## config.mk

```make
export PLATFORM = sky130hd
export DESIGN_NAME = mem_stage
export DESIGN_NICKNAME = d
export VERILOG_FILES = /design/src/rtl/mem_stage.sv
export SDC_FILE = /design/constraint.sdc
export NUM_CORES = 1
export LEC_CHECK = 0
export ABC_CLOCK_PERIOD_IN_PS = 3700
export CAP_MARGIN = 15
export CORE_AREA = 2 2 100 102
export CTS_BUF_LIST = sky130_fd_sc_hd__clkbuf_4
export DETAILED_ROUTE_END_ITERATION = 12
export DIE_AREA = 0 0 102 104
export HOLD_SLACK_MARGIN = 0.03
export MAX_ROUTING_LAYER = met4
export PLACE_DENSITY = 0.91
export SYNTH_ARGS = -nofsm -noshare
export SYNTH_HDL_FRONTEND = slang
export SYNTH_SLANG_ARGS = --single-unit
```

## constraint.sdc

```tcl
create_clock -name clk -period 3.7 [get_ports clk]
set_input_delay 1.11 -clock clk [delete_from_list [all_inputs] [get_ports clk]]
set_output_delay 1.11 -clock clk [all_outputs]
set_load 0.005 [all_outputs]
```

## src/rtl/mem_stage.sv

```systemverilog
// MEM pipeline stage: word loads/stores against a variable-latency data
// memory (req/ack), MEM/WB pipeline register, upstream freeze and a sticky
// fault flag for misaligned or timed-out accesses.
module mem_stage #(
  parameter int unsigned XLEN    = 32,
  parameter int unsigned TIMEOUT = 16
) (
  input  logic            clk,
  input  logic            reset,
  input  logic [XLEN-1:0] EX_MEM_ALU_result,
  input  logic [XLEN-1:0] EX_MEM_rs2_data,
  input  logic            EX_MEM_memread,
  input  logic            EX_MEM_memwrite,
  input  logic            EX_MEM_memtoreg,
  input  logic [4:0]      EX_MEM_rd,
  input  logic            EX_MEM_regwrite,
  output logic            dmem_req,
  output logic            dmem_we,
  output logic [XLEN-1:0] dmem_addr,
  output logic [XLEN-1:0] dmem_wdata,
  input  logic [XLEN-1:0] dmem_rdata,
  input  logic            dmem_ack,
  output logic            MEM_stall,
  output logic            MEM_fault,
  output logic [XLEN-1:0] MEM_WB_ALU_result,
  output logic [XLEN-1:0] MEM_WB_mem_data,
  output logic            MEM_WB_memtoreg,
  output logic [4:0]      MEM_WB_rd,
  output logic            MEM_WB_regwrite
);

  // Wait counter only has to reach TIMEOUT-1.
  localparam int unsigned CNT_W = (TIMEOUT > 2) ? $clog2(TIMEOUT) : 1;

  typedef enum logic {
    IDLE = 1'b0,
    WAIT = 1'b1
  } state_t;

  state_t            state, state_nxt;
  logic [CNT_W-1:0]  cnt, cnt_nxt;
  logic              fault_nxt;
  logic [XLEN-1:0]   wb_alu_nxt, wb_data_nxt;
  logic              wb_m2r_nxt, wb_rw_nxt;
  logic [4:0]        wb_rd_nxt;

  logic access, misaligned, last_wait, complete, commit;

  // Address/data go straight to memory; the freeze keeps them stable.
  assign dmem_we    = EX_MEM_memwrite;
  assign dmem_addr  = EX_MEM_ALU_result;
  assign dmem_wdata = EX_MEM_rs2_data;

  // Access decode, request and stall; reset kills the request immediately.
  always_comb begin
    access     = EX_MEM_memread | EX_MEM_memwrite;
    misaligned = access & (EX_MEM_ALU_result[1:0] != 2'b00);
    last_wait  = (state == WAIT) && (cnt == CNT_W'(TIMEOUT - 1));
    dmem_req   = !reset && (((state == IDLE) && access && !misaligned) || (state == WAIT));
    complete   = dmem_req && dmem_ack;
    commit     = complete || ((state == IDLE) && !access);
    MEM_stall  = dmem_req && !dmem_ack && !last_wait;
  end

  // Next state, wait counter, fault and MEM/WB payload (bubble by default).
  always_comb begin
    state_nxt   = state;
    cnt_nxt     = cnt;
    fault_nxt   = MEM_fault;
    wb_alu_nxt  = '0;
    wb_data_nxt = '0;
    wb_m2r_nxt  = 1'b0;
    wb_rd_nxt   = 5'd0;
    wb_rw_nxt   = 1'b0;

    if (commit) begin
      wb_alu_nxt  = EX_MEM_ALU_result;
      wb_data_nxt = (complete && !EX_MEM_memwrite) ? dmem_rdata : '0;
      wb_m2r_nxt  = EX_MEM_memtoreg;
      wb_rd_nxt   = EX_MEM_rd;
      wb_rw_nxt   = EX_MEM_regwrite;
    end

    case (state)
      IDLE: begin
        if (access) begin
          if (misaligned) begin
            fault_nxt = 1'b1;
          end else if (!dmem_ack) begin
            state_nxt = WAIT;
            cnt_nxt   = CNT_W'(1);
          end
        end
      end
      WAIT: begin
        if (dmem_ack) begin
          state_nxt = IDLE;
          cnt_nxt   = '0;
        end else if (last_wait) begin
          state_nxt = IDLE;
          cnt_nxt   = '0;
          fault_nxt = 1'b1;
        end else begin
          cnt_nxt = cnt + CNT_W'(1);
        end
      end
      default: begin
        state_nxt = IDLE;
        cnt_nxt   = '0;
      end
    endcase
  end

  // State, counter, fault flag and MEM/WB pipeline register.
  always_ff @(posedge clk or posedge reset) begin
    if (reset) begin
      state             <= IDLE;
      cnt               <= '0;
      MEM_fault         <= 1'b0;
      MEM_WB_ALU_result <= '0;
      MEM_WB_mem_data   <= '0;
      MEM_WB_memtoreg   <= 1'b0;
      MEM_WB_rd         <= 5'd0;
      MEM_WB_regwrite   <= 1'b0;
    end else begin
      state             <= state_nxt;
      cnt               <= cnt_nxt;
      MEM_fault         <= fault_nxt;
      MEM_WB_ALU_result <= wb_alu_nxt;
      MEM_WB_mem_data   <= wb_data_nxt;
      MEM_WB_memtoreg   <= wb_m2r_nxt;
      MEM_WB_rd         <= wb_rd_nxt;
      MEM_WB_regwrite   <= wb_rw_nxt;
    end
  end

endmodule

```

==> results.cfg <==
[synthesis]
yosysUniqueCellTypes = 28
synth_edf_count = 0
yosys.area.top_type = dfrtp_1
ys_top_cells_by_area = dfrtp_1 59%, buf_4 15%, nor2b_1 7.8%
syn-num-nets = 406
post_synth.cell_area_avg_um2 = 11.02
synth_ff_type = dfrtp_1
synth.most_common_cell = dfrtp_1
ys_seq_elements = 77
synthArstFlopShare_pct = 100.0
ys_seq_area_share_pct = 58.89
synth_common_cells = 77 x dfrtp_1, 67 x buf_4, 41 x nor2b_1
yosysTopAreaCellShare_pct = 58.89
syn_area_um2 = 3272
ys.warnings.count = 0
synthCells = 297

[pwr]
leakage_uw = 0.002112
p_per_area_nw_per_um2 = 379.2
peakVddDrop_mv = 0.1843

[critical_path]
path_class = in2out
rr_worst_depth = 4
timing.rr.end = MEM_WB_memtoreg$_DFF_PP0_
worst_setup_path_start_kind = primary input
critPathMaxFanout = 2
crit_path_end_kind = output pin
required_ns = 2.59
arrival_ns = 2.50
r2r_setup_slack_ns = 2.06
reg2reg_from = state$_DFF_PP0_

[cts]
cts_tree = yes
cts_buffers = 9
htree_levels = 3
clk_pin_slew_worst_paths_ns = 0.11
cts-root-buf = clkbuf_4
clock_latency_ns = 0.40
cts_buffer_depth = 2
clock-sinks = 77

[sta]
fin_setup_tns_ns = 0
maxSlewViolCount = 0
finalSetupViolCount = 0
finClkSkew_ns = 0.008188
period_minus_slack_ns = 3.606
hold-worst-slack_ns = 0.5183
max-slew-margin-rel_pct = 71.05
fmax_ghz = 0.2773
final-hold-violation-count = 0
worst_slew_pin_slew_ns = 0.4309
rsz0062_at_grt = false
period_share_pct = 97.46
worst_slack_ns = 0.09405

[grt]
grt_pass1_wl_mm = 13.12
antenna_found_initial = 0
grt_overflow = 0
grt_max_degree = 41
grt_pass1_vias = 2510
grt.total_usage_pct = 16.58

[flow_run]
cap_violations = 0

[placement]
place.gp.congestion = 0.8429
place_area_um2 = 4787
port_buffers = 182
dpl.hpwl_mm = 6.610
dp_slack_ns = -0.07054

[drt]
firstDrtPassIters = 4
wl_mm = 8.458
drc = 0
vias = 2434
drt-initial-drc-count = 127
wire_per_inst_um = 15.13
detail-route-antenna-nets = 0
vias_per_cell = 4.354

[floorplanning]
start_util_pct = 34.26
die_width_um = 102
design.die.area_um2 = 10610
std_cell_rows = 36
die_y_um = 104
io_pins = 247
core_area_um2 = 9549

[min_path]
holdPathEnd = MEM_fault$_DFFE_PP0P_
hold_path.class = reg2reg
min_from = MEM_fault$_DFFE_PP0P_
min_path_cells = 1

[layout]
fill_cells = 823
diodes = 0
finalInstanceArea_um2 = 5015
nets = 531
synthToLayoutAreaGrowth_pct = 53.27
fin_util_pct = 52.52
drive_gt1_share_pct = 7.981

[status]
run_status = finished, final reports clean
## area by class of cell
type / instances / area (µm²) / area share, %
sequential: 77 / 1927 / 38.42
clock buffer: 10 / 75.07 / 1.497
clock inverter: 5 / 123.9 / 2.470
tap: 133 / 166.4 / 3.318
multi-input combinational: 135 / 777.0 / 15.49
timing repair buffer: 194 / 1926 / 38.40
inverter: 5 / 20.02 / 0.3992
## routing by layer
layer  vias to the layer above  global-route usage (%)  share of wire (%)
met3                         6                   6.855                 12
li1                       1135                       -                  -
met5                         -                       -                  0
met4                         0                   5.238               0.72
met2                       175                   28.05                 51
met1                      1118                   17.44                 36
## placed cells by master (no fill, tap or decap), drive strengths merged
cell type / n
ha: 1
inv: 4
a311o: 1
o32ai: 2
nand2b: 1
nand3: 1
dfrtp: 77
dlymetal6s2s: 1
a21oi: 2
nand2: 32
nor3: 35
o21ai: 1
a32oi: 1
o21bai: 1
nand4b: 1
o311ai: 1
nor2b: 41
clkinv: 2
xnor2: 1
and3b: 1
nor2: 7
or2: 2
buf: 12
bufinv: 4
dlygate4sd2: 1
nor4: 1
a221o: 1
a311oi: 1
clkdlybuf4s50: 180
clkbuf: 10
## logic make-up after synthesis
| group | Yosys count | synth area share, % |
|---|---|---|
| compound gates | 11 | 3.289 |
| xor+xnor | 1 | 0.2677 |
| fa+ha+maj | 1 | 0.3823 |
| flops | 77 | 58.89 |
| buf+inv | 85 | 18.05 |
| simple gates | 122 | 19.12 |
## stage by stage
step / cells / power [µW]
6_report: 559 / 1902
5_1_grt: 559 / 2003
4_1_cts: 559 / 1932
3_5_place_dp: 543 / 1234
3_3_place_gp: 543 / 1223
2_1_floorplan: 297 / 1073
## state kept, by name, summed over array words and instances (netlist names)
register           flops
MEM_WB_ALU_result     32
MEM_WB_rd              5
MEM_WB_memtoreg        1
MEM_WB_regwrite        1
cnt                    4
MEM_fault              1
MEM_WB_mem_data       32
state                  1
## repair_timing
item | 4_1_cts | 5_1_grt
resized for setup | 4 | 3
pin swaps | 1 | 0
setup buffers | 1 | 0
hold buffers | 0 | 0
setup endpoints to repair | 2 | 1
## report_power, final
part / internal (µW) / switching, µW
Combinational: 196 / 124
Sequential: 878 / 20.0
Clock: 413 / 271
Total: 1490 / 415
## worst max path at each step
stage                         startpoint                              to  slack [ns]  depth (start not counted)
detailed placement        EX_MEM_memread                        dmem_req       -0.07                          5
CTS                 EX_MEM_ALU_result[0]                        dmem_req        0.01                          5
finish                   EX_MEM_memwrite                        dmem_req        0.09                          5
floorplan                          reset  MEM_WB_ALU_result[0]$_DFF_PP0_        0.26                          3
global placement          EX_MEM_memread                        dmem_req       -0.03                          5
global route        EX_MEM_ALU_result[0]                        dmem_req        0.03                          5
## worst max-delay path, cell delays in order
cell,delay [ns]
clkdlybuf4s50_1,0.43
or2_4,0.26
a21oi_4,0.18
nor2_2,0.06
clkdlybuf4s50_1,0.45
Note: power is estimated with default switching activity, not from simulation.
==> RTL change: new RTL, config.mk and constraints unchanged <==
`TIMEOUT`: 16 -> 32.
--- a/src/rtl/mem_stage.sv
+++ b/src/rtl/mem_stage.sv
@@ -4,5 +4,5 @@
 module mem_stage #(
   parameter int unsigned XLEN    = 32,
-  parameter int unsigned TIMEOUT = 16
+  parameter int unsigned TIMEOUT = 32
 ) (
   input  logic            clk,
Check against the original RTL: no difference found for any inputs over 10 cycles, from zero or initial values and one cycle with reset high; that may be too few to reach the edited logic, so the function may still have changed.
==> RTL change against the unedited design <==
  * Routed wire length grew 16%
  * Synthesized area grew 9.5%
  * Clock skew is 0.0079 ns higher
  * Power fell by 8.7%
  * Combinational power grew 6.2%
  * Design area up 4.4%
  * First-iteration DRC count decreased by 6.3%
  * Clock power decreased by 29%
  * Sequential share of layout area shrank 1.1 points
  * Global-route usage increased by 2.3 points
  * Via count up 24%
  * Register-to-register slack lost 0.24 ns
  * Setup slack improved by 0.020 ns
  * Sequential cell count increased by 1
  * Critical path type unchanged
==> RTL change: results (changes against the unedited design) <==
.. list-table::
   :header-rows: 1

   * - Metric
     - Value
   * - Count of non-filler cells in the finished layout
     - 641 (+15%)
   * - Number of fill cells
     - 828 (+0.61%)
   * - Wire length on met3
     - 769 microns (-27%)
   * - Slew Limit Headroom
     - 0.583 (-0.128)
   * - Met2 wirelength from detailed routing
     - 5.08 mm (+17%)
   * - Antenna violations before repair
     - 1 (+1)
   * - Layout multi-input combinational cell count
     - 212 (+57%)
   * - Length of the first detailed-routing pass in iterations
     - 6 (+2)
   * - Non-clock buffer share
     - 0.370 (-0.0139)
   * - Met3 demand-to-capacity share in global routing
     - 0.0363 (-0.0323)
   * - Worst supply voltage drop on vdd
     - 0.186 mV (+0.78%)
   * - Clock buffers and inverters, area share
     - 0.0253 (-0.0143)
   * - Share of layout cells above drive strength 1
     - 0.0769 (-0.00289)
   * - Number of library cell types mapped by synthesis
     - 31 (+11%)
   * - Proportion of cell area occupied by registers
     - 0.373 (-0.0113)
   * - Met2 demand-to-capacity share in global routing
     - 0.321 (+0.0409)
   * - Largest cells by area after synthesis
     - sky130_fd_sc_hd__dfrtp_1, sky130_fd_sc_hd__buf_4, sky130_fd_sc_hd__nand2_1
   * - Timing endpoint of the critical path
     - MEM_stall
   * - Routed vias/inst
     - 4.70 (+7.9%)
   * - P_leak
     - 2.20 nW (+3.9%)
   * - Reg-to-reg slack, setup
     - 1.82 ns (-0.24 ns)
   * - Number of diodes
     - 1 (+1)
   * - Post-Route Hold Slack
     - 0.504 ns (-0.0138 ns)
   * - Synthesized netlist net count
     - 494 (+22%)
   * - Critical path startpoint
     - EX_MEM_ALU_result[0]
   * - Cells after Synth
     - 384 (+29%)
   * - Largest registers
     - MEM_WB_ALU_result x32, MEM_WB_mem_data x32
   * - Crit Reg-Reg Endpoint
     - cnt[2]
   * - Max Clk Rate
     - 279 MHz (+0.54%)
   * - FF-to-FF Start
     - cnt[0]
   * - Power dissipated by switching net loads
     - 498 uW (+20%)
   * - Largest net degree at the start of global routing
     - 70 (+71%)
   * - Non-clock buffers
     - 196 (+1.0%)
   * - CP peak stage delay
     - 0.43 ns (-0.02 ns)
   * - Top cells by count, synth
     - sky130_fd_sc_hd__nand2_1, sky130_fd_sc_hd__dfrtp_1, sky130_fd_sc_hd__buf_4
   * - Max Clock Skew
     - 0.0161 ns (+0.00793 ns)
   * - Number of sequential cells in the layout
     - 78 (+1.3%)
   * - Logic depth of the worst register-to-register path
     - 6 (+2)
   * - Status
     - finished, final reports clean
   * - Vias in the first global route
     - 3016 (+20%)
   * - Global Route Usage Sum
     - 0.189 (+0.0235)
   * - Seq power
     - 908 uW (+1%)
   * - Number of nets in the layout
     - 612 (+15%)
   * - Wire length on met1
     - 3.53 mm (+17%)
   * - Clock transition at the registers of the reported paths
     - 0.15 ns (+0.04 ns)
   * - Proportion of synthesized chip area in sequential cells
     - 0.545 (-0.0440)
==> RTL change: repair_timing <==
| item | in CTS | in global routing |
|---|---|---|
| gates resized for setup | 3 | 2 |
| hold endpoints to repair | 0 | 0 |
| setup endpoints to repair | 2 | 1 |
| buffers inserted | 0 | 0 |
| pin swaps | 0 | 0 |
==> RTL change: critical path, delay by kind of cell <==
kind / cells / cell delay (ns)
and+or+nand+nor: 1 / 0.20
buffers and inverters: 2 / 0.74
AOI/OAI and AO/OA: 2 / 0.42
==> RTL change: cell families (layout without fill, tap and decap cells) <==
group / Yosys count / after routing / share of synthesized area
AOI/OAI and AO/OA: 51 / 51 / 0.0824
buffers and inverters: 94 / 217 / 0.175
adders and majority gates: 2 / 2 / 0.00698
DFF: 78 / 78 / 0.545
other: 0 / 1 / 0
and+or+nand+nor: 159 / 159 / 0.191
